### src/rtl/ifq_pkg.sv
// Shared types and constants for the IF->ID instruction queue.
// The exception-code width is shared with the fetch address-exception checker
// so both sides agree on the ExcCode field size.
package ifq_pkg;

    localparam int IFQ_DEPTH_DEFAULT = 4;
    localparam int IFQ_EXC_CODE_W    = 8;

    // One queued fetch: PC, instruction word and fetch-exception status.
    typedef struct packed {
        logic [31:0]               pc;
        logic [31:0]               instruct;
        logic                      except_set;
        logic [IFQ_EXC_CODE_W-1:0] exc_code;
    } ifq_entry_t;

    // Sequential next PC; wraps modulo 2^32.
    function automatic logic [31:0] ifq_next_pc(input logic [31:0] pc);
        return pc + 32'd4;
    endfunction

endpackage

### src/rtl/ifq_ram.sv
// Entry storage for the IF->ID queue: DEPTH x ifq_entry_t register array,
// one synchronous write port, one asynchronous read port, cleared on reset.
module ifq_ram
    import ifq_pkg::*;
#(
    parameter int DEPTH = IFQ_DEPTH_DEFAULT,
    parameter int PTR_W = $clog2(DEPTH)
) (
    input  logic             clk,
    input  logic             rst_n,
    input  logic             we,
    input  logic [PTR_W-1:0] waddr,
    input  ifq_entry_t       wdata,
    input  logic [PTR_W-1:0] raddr,
    output ifq_entry_t       rdata
);

    ifq_entry_t mem [DEPTH];

    // Write port; all entries cleared on reset.
    // NOTE: the array is reset explicitly so that the head outputs read 0 after
    // reset instead of X; this costs a reset net per bit, which is accepted here.
    always_ff @(posedge clk or negedge rst_n) begin
        if (!rst_n) begin
            for (int i = 0; i < DEPTH; i++) begin
                mem[i] <= '0;
            end
        end else if (we) begin
            mem[waddr] <= wdata;
        end
    end

    assign rdata = mem[raddr];

endmodule

### src/rtl/if_id_queue.sv
// Instruction queue between the IF and ID pipeline stages.
// Circular buffer with valid/allowin handshakes on both sides and a
// single-cycle flush. allowin toward IF depends on the registered count only,
// so there is no combinational path from id_allowin_in to ifq_allowin_out.
// Optional feature: define IFQ_BYPASS_EN to let an instruction arriving at an
// empty queue pass straight through to ID in the same cycle.
module if_id_queue
    import ifq_pkg::*;
#(
    parameter int DEPTH = IFQ_DEPTH_DEFAULT,
    parameter int PTR_W = $clog2(DEPTH)
) (
    input  logic                      clk,
    input  logic                      rst_n,
    // IF side
    input  logic                      if_valid_in,
    input  logic [31:0]               if_PC_in,
    input  logic [31:0]               if_Instruct_in,
    input  logic                      if_ExceptSet_in,
    input  logic [IFQ_EXC_CODE_W-1:0] if_ExcCode_in,
    output logic                      ifq_allowin_out,
    // ID side
    input  logic                      id_allowin_in,
    output logic                      id_valid_out,
    output logic [31:0]               id_PC_out,
    output logic [31:0]               id_NPC_out,
    output logic [31:0]               id_Instruct_out,
    output logic                      id_ExceptSet_out,
    output logic [IFQ_EXC_CODE_W-1:0] id_ExcCode_out,
    // control / status
    input  logic                      flush_in,
    output logic [PTR_W:0]            ifq_count_out
);

    localparam logic [PTR_W:0]   CNT_FULL = (PTR_W + 1)'(DEPTH);
    localparam logic [PTR_W:0]   CNT_ONE  = (PTR_W + 1)'(1);
    localparam logic [PTR_W-1:0] PTR_ONE  = PTR_W'(1);

    logic [PTR_W-1:0] wp;
    logic [PTR_W-1:0] rp;
    logic [PTR_W:0]   cnt;

    ifq_entry_t wr_entry;
    ifq_entry_t head_entry;
    ifq_entry_t out_entry;

    logic q_valid;
    logic push;
    logic wr_en;
    logic pop;
    logic id_valid;

    assign wr_entry = '{pc:         if_PC_in,
                        instruct:   if_Instruct_in,
                        except_set: if_ExceptSet_in,
                        exc_code:   if_ExcCode_in};

    assign ifq_allowin_out = (cnt != CNT_FULL);
    assign q_valid         = (cnt != '0) && !flush_in;
    assign push            = if_valid_in && ifq_allowin_out && !flush_in;

    ifq_ram #(
        .DEPTH (DEPTH),
        .PTR_W (PTR_W)
    ) u_ram (
        .clk   (clk),
        .rst_n (rst_n),
        .we    (wr_en),
        .waddr (wp),
        .wdata (wr_entry),
        .raddr (rp),
        .rdata (head_entry)
    );

    // Head selection and write/pop qualification (bypass path when enabled).
    // NOTE: every signal written here gets a default on entry so no path leaves
    // it unassigned and no latch is inferred.
    always_comb begin
        out_entry = head_entry;
        id_valid  = q_valid;
        wr_en     = push;
        pop       = q_valid && id_allowin_in;
`ifdef IFQ_BYPASS_EN
        if ((cnt == '0) && if_valid_in && !flush_in) begin
            out_entry = wr_entry;
            id_valid  = 1'b1;
            // Consumed by ID this cycle: never enters storage.
            if (id_allowin_in) begin
                wr_en = 1'b0;
            end
        end
`endif
    end

    // Pointer and occupancy update; flush empties the queue in one edge.
    // NOTE: state registers use non-blocking assignment so every always_ff
    // samples pre-edge values regardless of evaluation order.
    always_ff @(posedge clk or negedge rst_n) begin
        if (!rst_n) begin
            wp  <= '0;
            rp  <= '0;
            cnt <= '0;
        end else if (flush_in) begin
            wp  <= '0;
            rp  <= '0;
            cnt <= '0;
        end else begin
            if (wr_en) begin
                wp <= wp + PTR_ONE;
            end
            if (pop) begin
                rp <= rp + PTR_ONE;
            end
            case ({wr_en, pop})
                2'b10:   cnt <= cnt + CNT_ONE;
                2'b01:   cnt <= cnt - CNT_ONE;
                default: cnt <= cnt;
            endcase
        end
    end

    assign id_valid_out     = id_valid;
    assign id_PC_out        = out_entry.pc;
    assign id_NPC_out       = ifq_next_pc(out_entry.pc);
    assign id_Instruct_out  = out_entry.instruct;
    assign id_ExceptSet_out = out_entry.except_set;
    assign id_ExcCode_out   = out_entry.exc_code;
    assign ifq_count_out    = cnt;

endmodule

### config.mk
export PLATFORM = sky130hd
export DESIGN_NAME = if_id_queue
export DESIGN_NICKNAME = d
export VERILOG_FILES = /design/src/rtl/ifq_pkg.sv /design/src/rtl/ifq_ram.sv /design/src/rtl/if_id_queue.sv
export SDC_FILE = /design/constraint.sdc
export NUM_CORES = 1
export LEC_CHECK = 0
export CELL_PAD_IN_SITES_DETAIL_PLACEMENT = 1
export CELL_PAD_IN_SITES_GLOBAL_PLACEMENT = 1
export CORE_MARGIN = 2
export CORE_UTILIZATION = 50
export CTS_CLUSTER_SIZE = 24
export DETAILED_ROUTE_END_ITERATION = 8
export PLACE_DENSITY = 0.95
export SYNTH_ARGS = -nofsm -noshare
export SYNTH_HDL_FRONTEND = slang
export SYNTH_SLANG_ARGS = --single-unit
### constraint.sdc
create_clock -name clk -period 3.96 [get_ports clk]
set_input_delay 0.594 -clock clk [delete_from_list [all_inputs] [get_ports clk]]
set_output_delay 0.594 -clock clk [all_outputs]
set_load 0.05 [all_outputs]
# Word-level counts from Yosys, hierarchy flattened
# Index checks and enable logic that the tools add are counted.
[word_totals]
output_inout_bits = 110
regBits = 299
in_bits = 78
wordCells = 54
[op_classes]
n_addsub = 5
muxes = 12
n_reduce_logical = 10
magnitude_cmp = 3
bitwise_logic = 2
n_eq_ne = 3
[op_table]
columns = ["cell", "count"]
rows = [
  ["bitwise mux 292 bit", 1],
  ["two-way mux 73 bit", 3],
  ["binary-select mux 73 bit (select 2 bit)", 1],
  ["demux 73 bit (select 2 bit)", 1],
  ["adder 32 x 3 -> 32 bit (second input constant)", 1],
  ["two-way mux 2 bit", 4],
  [">= comparator 3 bit (second input constant)", 2],
  ["NOT 2 -> 3 bit", 2],
  ["one-hot mux 3 bit (2 select lines)", 1],
  ["nonzero test 3 bit", 2],
  ["logical AND 1 bit", 5],
  ["adder 2 x 1 -> 2 bit (second input constant)", 2],
  ["nonzero test 2 bit", 2],
  ["adder 3 x 1 -> 3 bit (second input constant)", 1],
  ["less-than comparator 3 x 1 -> 1 bit (second input constant)", 1],
  ["two-way mux 3 bit", 1],
  ["inequality test 3 bit (second input constant)", 1],
  ["subtractor 3 x 1 -> 3 bit (second input constant)", 1],
  ["== test 2 x 1 -> 1 bit (second input constant)", 1],
  ["== test 2 bit (second input constant)", 1],
  ["logical NOT 1 bit", 1],
]

# Depth between registers and ports, before layout
# Gate-level depths: netlist of the first run.
[logic_depth]
word_depth = 6
mapped_depth = 9
mapped_depth_nobuf = 8

# Cells and area by module
# A second synthesis of the first run with hierarchy kept.
[unflattened]
cells_unflattened = 832
area_unflattened_um2 = 13756.9
[by_module_without_submodules]
columns = ["mod", "area_per_inst_um2", "cells_each", "n_inst"]
rows = [
  ["ifq_ram", 12728.5, 708, 1],
  ["if_id_queue", 1028.5, 124, 1],
]

# Worst setup path before layout of the first run
# No wires, ideal clock.
[synth_timing]
path_kind = "reg-to-output"
startpoint = "reg rp[0]"
endpoint = "out id_NPC_out[24]"
required_time_ns = 3.366
stages_incl_launch_ff = 10
path_buffers = 3
t_arrival_ns = 3.009
setup_slack_ns = 0.357
path_cell_list = "dfrtp_1 buf_6 buf_12 buf_12 mux4_2 ha_1 nand3_2 nor3_4 nand4_1 xnor2_1"
[synth_between]
elab_chain_cells = 5
[synth_lines]
columns = ["item", "line_no", "rtl"]
rows = [
  ["start: declaration", "if_id_queue.sv:40", "logic [PTR_W-1:0] rp;"],
  ["start signal: assignment", "if_id_queue.sv:112", "rp <= rp + PTR_ONE;"],
  ["NOT 2 -> 3 bit (not written as such)", "ifq_ram.sv:33", "assign rdata = mem[raddr];"],
  ["binary-select mux 73 bit (select 2 bit)", "ifq_ram.sv:33", ""],
  ["two-way mux 73 bit (not written as such) (2 in series)", "ifq_ram.sv:33", ""],
  ["via id_PC_out[3]", "if_id_queue.sv:25", "output logic [31:0] id_PC_out,"],
  ["adder 32 x 3 -> 32 bit", "ifq_pkg.sv:19", "return pc + 32'd4;"],
  ["end: declaration", "if_id_queue.sv:26", "output logic [31:0] id_NPC_out,"],
]
# The timed path passes the listed nets, and every way through them passes these cells. The select of a mux whose other input is x is not followed.

# Worst setup path in the final report of the first run
[layout_timing]
startpoint = "reg rp[0]"
endpoint = "out id_NPC_out[4]"
[layout_between]
elab_chain_cells = 5
[layout_lines]
columns = ["item", "line_no"]
rows = [
  ["NOT 2 -> 3 bit (not written as such)", "ifq_ram.sv:33"],
  ["binary-select mux 73 bit (select 2 bit)", "ifq_ram.sv:33"],
  ["two-way mux 73 bit (not written as such) (2 in series)", "ifq_ram.sv:33"],
  ["adder 32 x 3 -> 32 bit", "ifq_pkg.sv:19"],
]
# No other way between the ends. The select of a mux whose other input is x is not followed.

==> results.yml, run 1 <==
synth:
  yosysWarningCount: 0
  post_synth_edffs: 0
  ys_top_cells_by_area: "sky130_fd_sc_hd__dfrtp_1 (54%), sky130_fd_sc_hd__mux2_2 (24%), sky130_fd_sc_hd__mux4_2 (9.3%), sky130_fd_sc_hd__mux4_1 (2.7%), sky130_fd_sc_hd__buf_4 (1.7%)"
  async_reset_ff_share_pct: 100
  synth-seq-cells: 299
  synth.cells.most_frequent: "sky130_fd_sc_hd__dfrtp_1 (299), sky130_fd_sc_hd__mux2_2 (293), sky130_fd_sc_hd__mux4_2 (57)"
  synth_cell_type_count: 39
  synth-seq-area-share_pct: 54.5
  post_synth_inst_count: 840
  yosys.cell_count.top_type: "sky130_fd_sc_hd__dfrtp_1"
  yosys.area.top_type: "sky130_fd_sc_hd__dfrtp_1"
  ys.flop_type: "sky130_fd_sc_hd__dfrtp_1"
  netlist_area_um2: 13700
  synthesis.nets: 924
  synth_top_area_share_pct: 54.5
  synth_area_per_cell_um2: 16.4
place:
  dp.cells: 1333
  finalWeightedCongestion: 0.778
  detailed_place_hpwl_um: 22500
  placement.io_buffers: 187
drt:
  drt-initial-drc-count: 483
  route.antenna.remaining_nets: 0
  route.detailed.wl_per_inst_um: 26.9
  route.detailed.drc: 0
  route.vias.total: 8258
  routed_wl_um: 37400
  avgViaCountPerCell: 5.92
  total_iterations_of_the_first_detailed_routing_run: 4
power:
  report.power.total_mw: 15.9
  power-per-cell-area_nw_per_um2: 922
  ir_worst_vdd_v: 0.000816
  static-leakage-power_nw: 7.44
die:
  io-pin-count: 188
  floorplan.rows: 60
  core_um2: 27000
  chipWidth_um: 170
  fp.dieArea_um2: 28800
  starting_density_pct: 51.0
  floorplan.die.height_um: 170
clock_network:
  clock_tree.buffer_depth: 3
  htree_levels: 1
  cts_tree: "yes"
  clk_pin_slew_worst_paths_ns: 0.06
  cts-root-buf: "sky130_fd_sc_hd__clkbuf_16"
  numCtsBuffers: 31
  clock_insertion_delay_worst_skew_ns: 0.56
  cts_sinks: 299
  ctsHoldBuffers: 0
timing:
  fmax_ghz: 0.262
  fin_hold_ws_ns: 0.118
  period_minus_slack_ns: 3.82
  period_share_pct: 96.5
  worstMarginPinSlew_ns: 0.870
  slew_headroom_pct: 42.0
  final.setup_skew_ns: 0.0104
  setup_viol_count_final: 0
  finalMaxSlewViolations: 0
  finalHoldViolCount: 0
grt:
  gr-usage-met3_pct: 5.41
  wire_length_of_the_first_global_routing_pass_um: 58700
  global_route.usage.met2_pct: 49.6
  gr-max-usage-layer: "met2"
  antenna_found_initial: 1
  grt.overflow.total: 0
  global_route.usage.total_pct: 26.7
  maximum_number_of_pins_on_one_net_before_global_route_repair: 113
  groute.layer.met1.usage_pct: 32.0
  vias_in_the_first_global_route: 9684
worst_setup_path:
  r2r_slack_ns: 1.35
  setup.worst_path.start_class: "flop"
  timing_worst_setup_path_type: "reg2out"
  timing.critical_path.to_type: "output port"
  critical_path_required_ns: 3.37
  worst-path-max-fanout: 18
  worstPathArrival_ns: 3.23
run_status:
  run_status: "completed"
final_layout:
  stdcell_count: 1394
  layout.filler_cells: 2327
  finalNetCount: 1111
  post_route_cells_drive_above_1_share_pct: 44.5
  flow.area_growth_from_synthesis_pct: 25.5
worst_hold_path:
  min_path_type: "in2async"
run:
  drv_cap: 0
[logic make-up after synthesis]
logic type      after synthesis  share of synthesized area (%)
compound gates                8                          0.392
xor+xnor                     32                           2.04
fa+ha+maj                     6                          0.601
buf+inv                      57                           2.88
flops                       299                           54.5
mux                         366                           36.4
simple gates                 72                           3.21
[critical path, stage by stage (launching register included)]
cell and delay [ns]:
sky130_fd_sc_hd__dfrtp_4 0.66, sky130_fd_sc_hd__mux4_2 0.65, sky130_fd_sc_hd__ha_1 0.28, sky130_fd_sc_hd__xor2_1 0.23, sky130_fd_sc_hd__clkdlybuf4s50_1 0.85
[final cells by class]
type                       count  area [um2]  share of cell area, %
timing repair buffer         205        2240                   13.0
inverter                       6        22.5                  0.131
clock inverter                15         258                   1.50
sequential                   299        7490                   43.4
clock buffer                  42         917                   5.32
tap                          341         427                   2.47
antenna                        2        5.00                 0.0290
multi-input combinational    484        5880                   34.1
[report_power, final]
| part | internal (mW) | switching [mW] |
|---|---|---|
| registers | 4.32 | 0.820 |
| clock network | 2.07 | 1.25 |
| logic | 3.21 | 4.23 |
[stage by stage]
stage          setup WS, ns  util, %  cell area [um2]   TNS (ns)
3_3_place_gp          0.690     59.4            16000          0
4_1_cts              0.0219     63.8            17200          0
5_1_grt           -0.000693     63.9            17200  -0.000693
2_1_floorplan         0.357        -            13700          0
3_5_place_dp          0.487     59.4            16000          0
6_report              0.138     64.0            17200          0
[layer usage]
metal / up-vias / wire length, um
li1: 3519 / -
met4: 0 / 789
met5: - / 0
met2: 225 / 20200
met3: 64 / 2030
met1: 4450 / 14400
[path summary, 6_finish.rpt]
kind | cells past startpoint | from | to
min reg2reg | 1 | u_ram.mem[214] | u_ram.mem[214]
max in group asynchronous | 2 | rst_n | u_ram.mem[20]
max | 4 | rp[0] | id_NPC_out[4]
min | 1 | rst_n | u_ram.mem[274]
max reg2reg | 6 | ifq_count_out[0] | u_ram.mem[13]
min in group clk | 1 | u_ram.mem[214] | u_ram.mem[214]
[cell usage in the layout (no fill, tap or decap), types with 3 or more instances in the layout]
| master | Yosys | routed |
|---|---|---|
| sky130_fd_sc_hd__clkbuf_16 | 0 | 31 |
| sky130_fd_sc_hd__bufinv_16 | 0 | 7 |
| sky130_fd_sc_hd__xor2_1 | 6 | 6 |
| sky130_fd_sc_hd__nand3_1 | 12 | 12 |
| sky130_fd_sc_hd__mux4_2 | 57 | 57 |
| sky130_fd_sc_hd__nand2_1 | 11 | 11 |
| sky130_fd_sc_hd__inv_1 | 6 | 6 |
| sky130_fd_sc_hd__clkbuf_8 | 0 | 10 |
| sky130_fd_sc_hd__nor3_1 | 3 | 3 |
| sky130_fd_sc_hd__nor2_1 | 12 | 12 |
| sky130_fd_sc_hd__nand4_1 | 12 | 12 |
| sky130_fd_sc_hd__mux4_1 | 14 | 14 |
| sky130_fd_sc_hd__dfrtp_1 | 299 | 297 |
| sky130_fd_sc_hd__ha_1 | 5 | 5 |
| sky130_fd_sc_hd__clkinvlp_4 | 0 | 3 |
| sky130_fd_sc_hd__buf_4 | 31 | 19 |
| sky130_fd_sc_hd__buf_12 | 2 | 23 |
| sky130_fd_sc_hd__mux2_2 | 293 | 293 |
| sky130_fd_sc_hd__clkdlybuf4s50_1 | 0 | 160 |
| sky130_fd_sc_hd__clkinv_2 | 0 | 5 |
| sky130_fd_sc_hd__xnor2_1 | 26 | 26 |
| sky130_fd_sc_hd__and3_1 | 4 | 4 |
| sky130_fd_sc_hd__nand2_4 | 0 | 4 |
[flip-flops by register name, indices dropped and copies added, names as in the netlist]
name and flops:
ifq_count_out 3, rp 2, u_ram.mem 292, wp 2
[what timing repair did]
item | in CTS | in global routing
setup endpoints to repair | 9 | 23
gates resized for setup | 0 | 2
pin swaps | 0 | 1
buffers inserted | 1 | 1
endpoints found under the hold margin | 0 | 0
(Power assumes the default switching activity.)
==> run 2: changes to the inputs <==
--- a/config.mk
+++ b/config.mk
@@ -5,6 +5,7 @@
 export SDC_FILE = /design/constraint.sdc
 export NUM_CORES = 1
 export LEC_CHECK = 0
+export CAP_MARGIN = 10
 export CELL_PAD_IN_SITES_DETAIL_PLACEMENT = 1
 export CELL_PAD_IN_SITES_GLOBAL_PLACEMENT = 1
 export CORE_MARGIN = 2
==> results of run 2 <==
No change in the layout: final DEF, timing and power equal those of run 1.
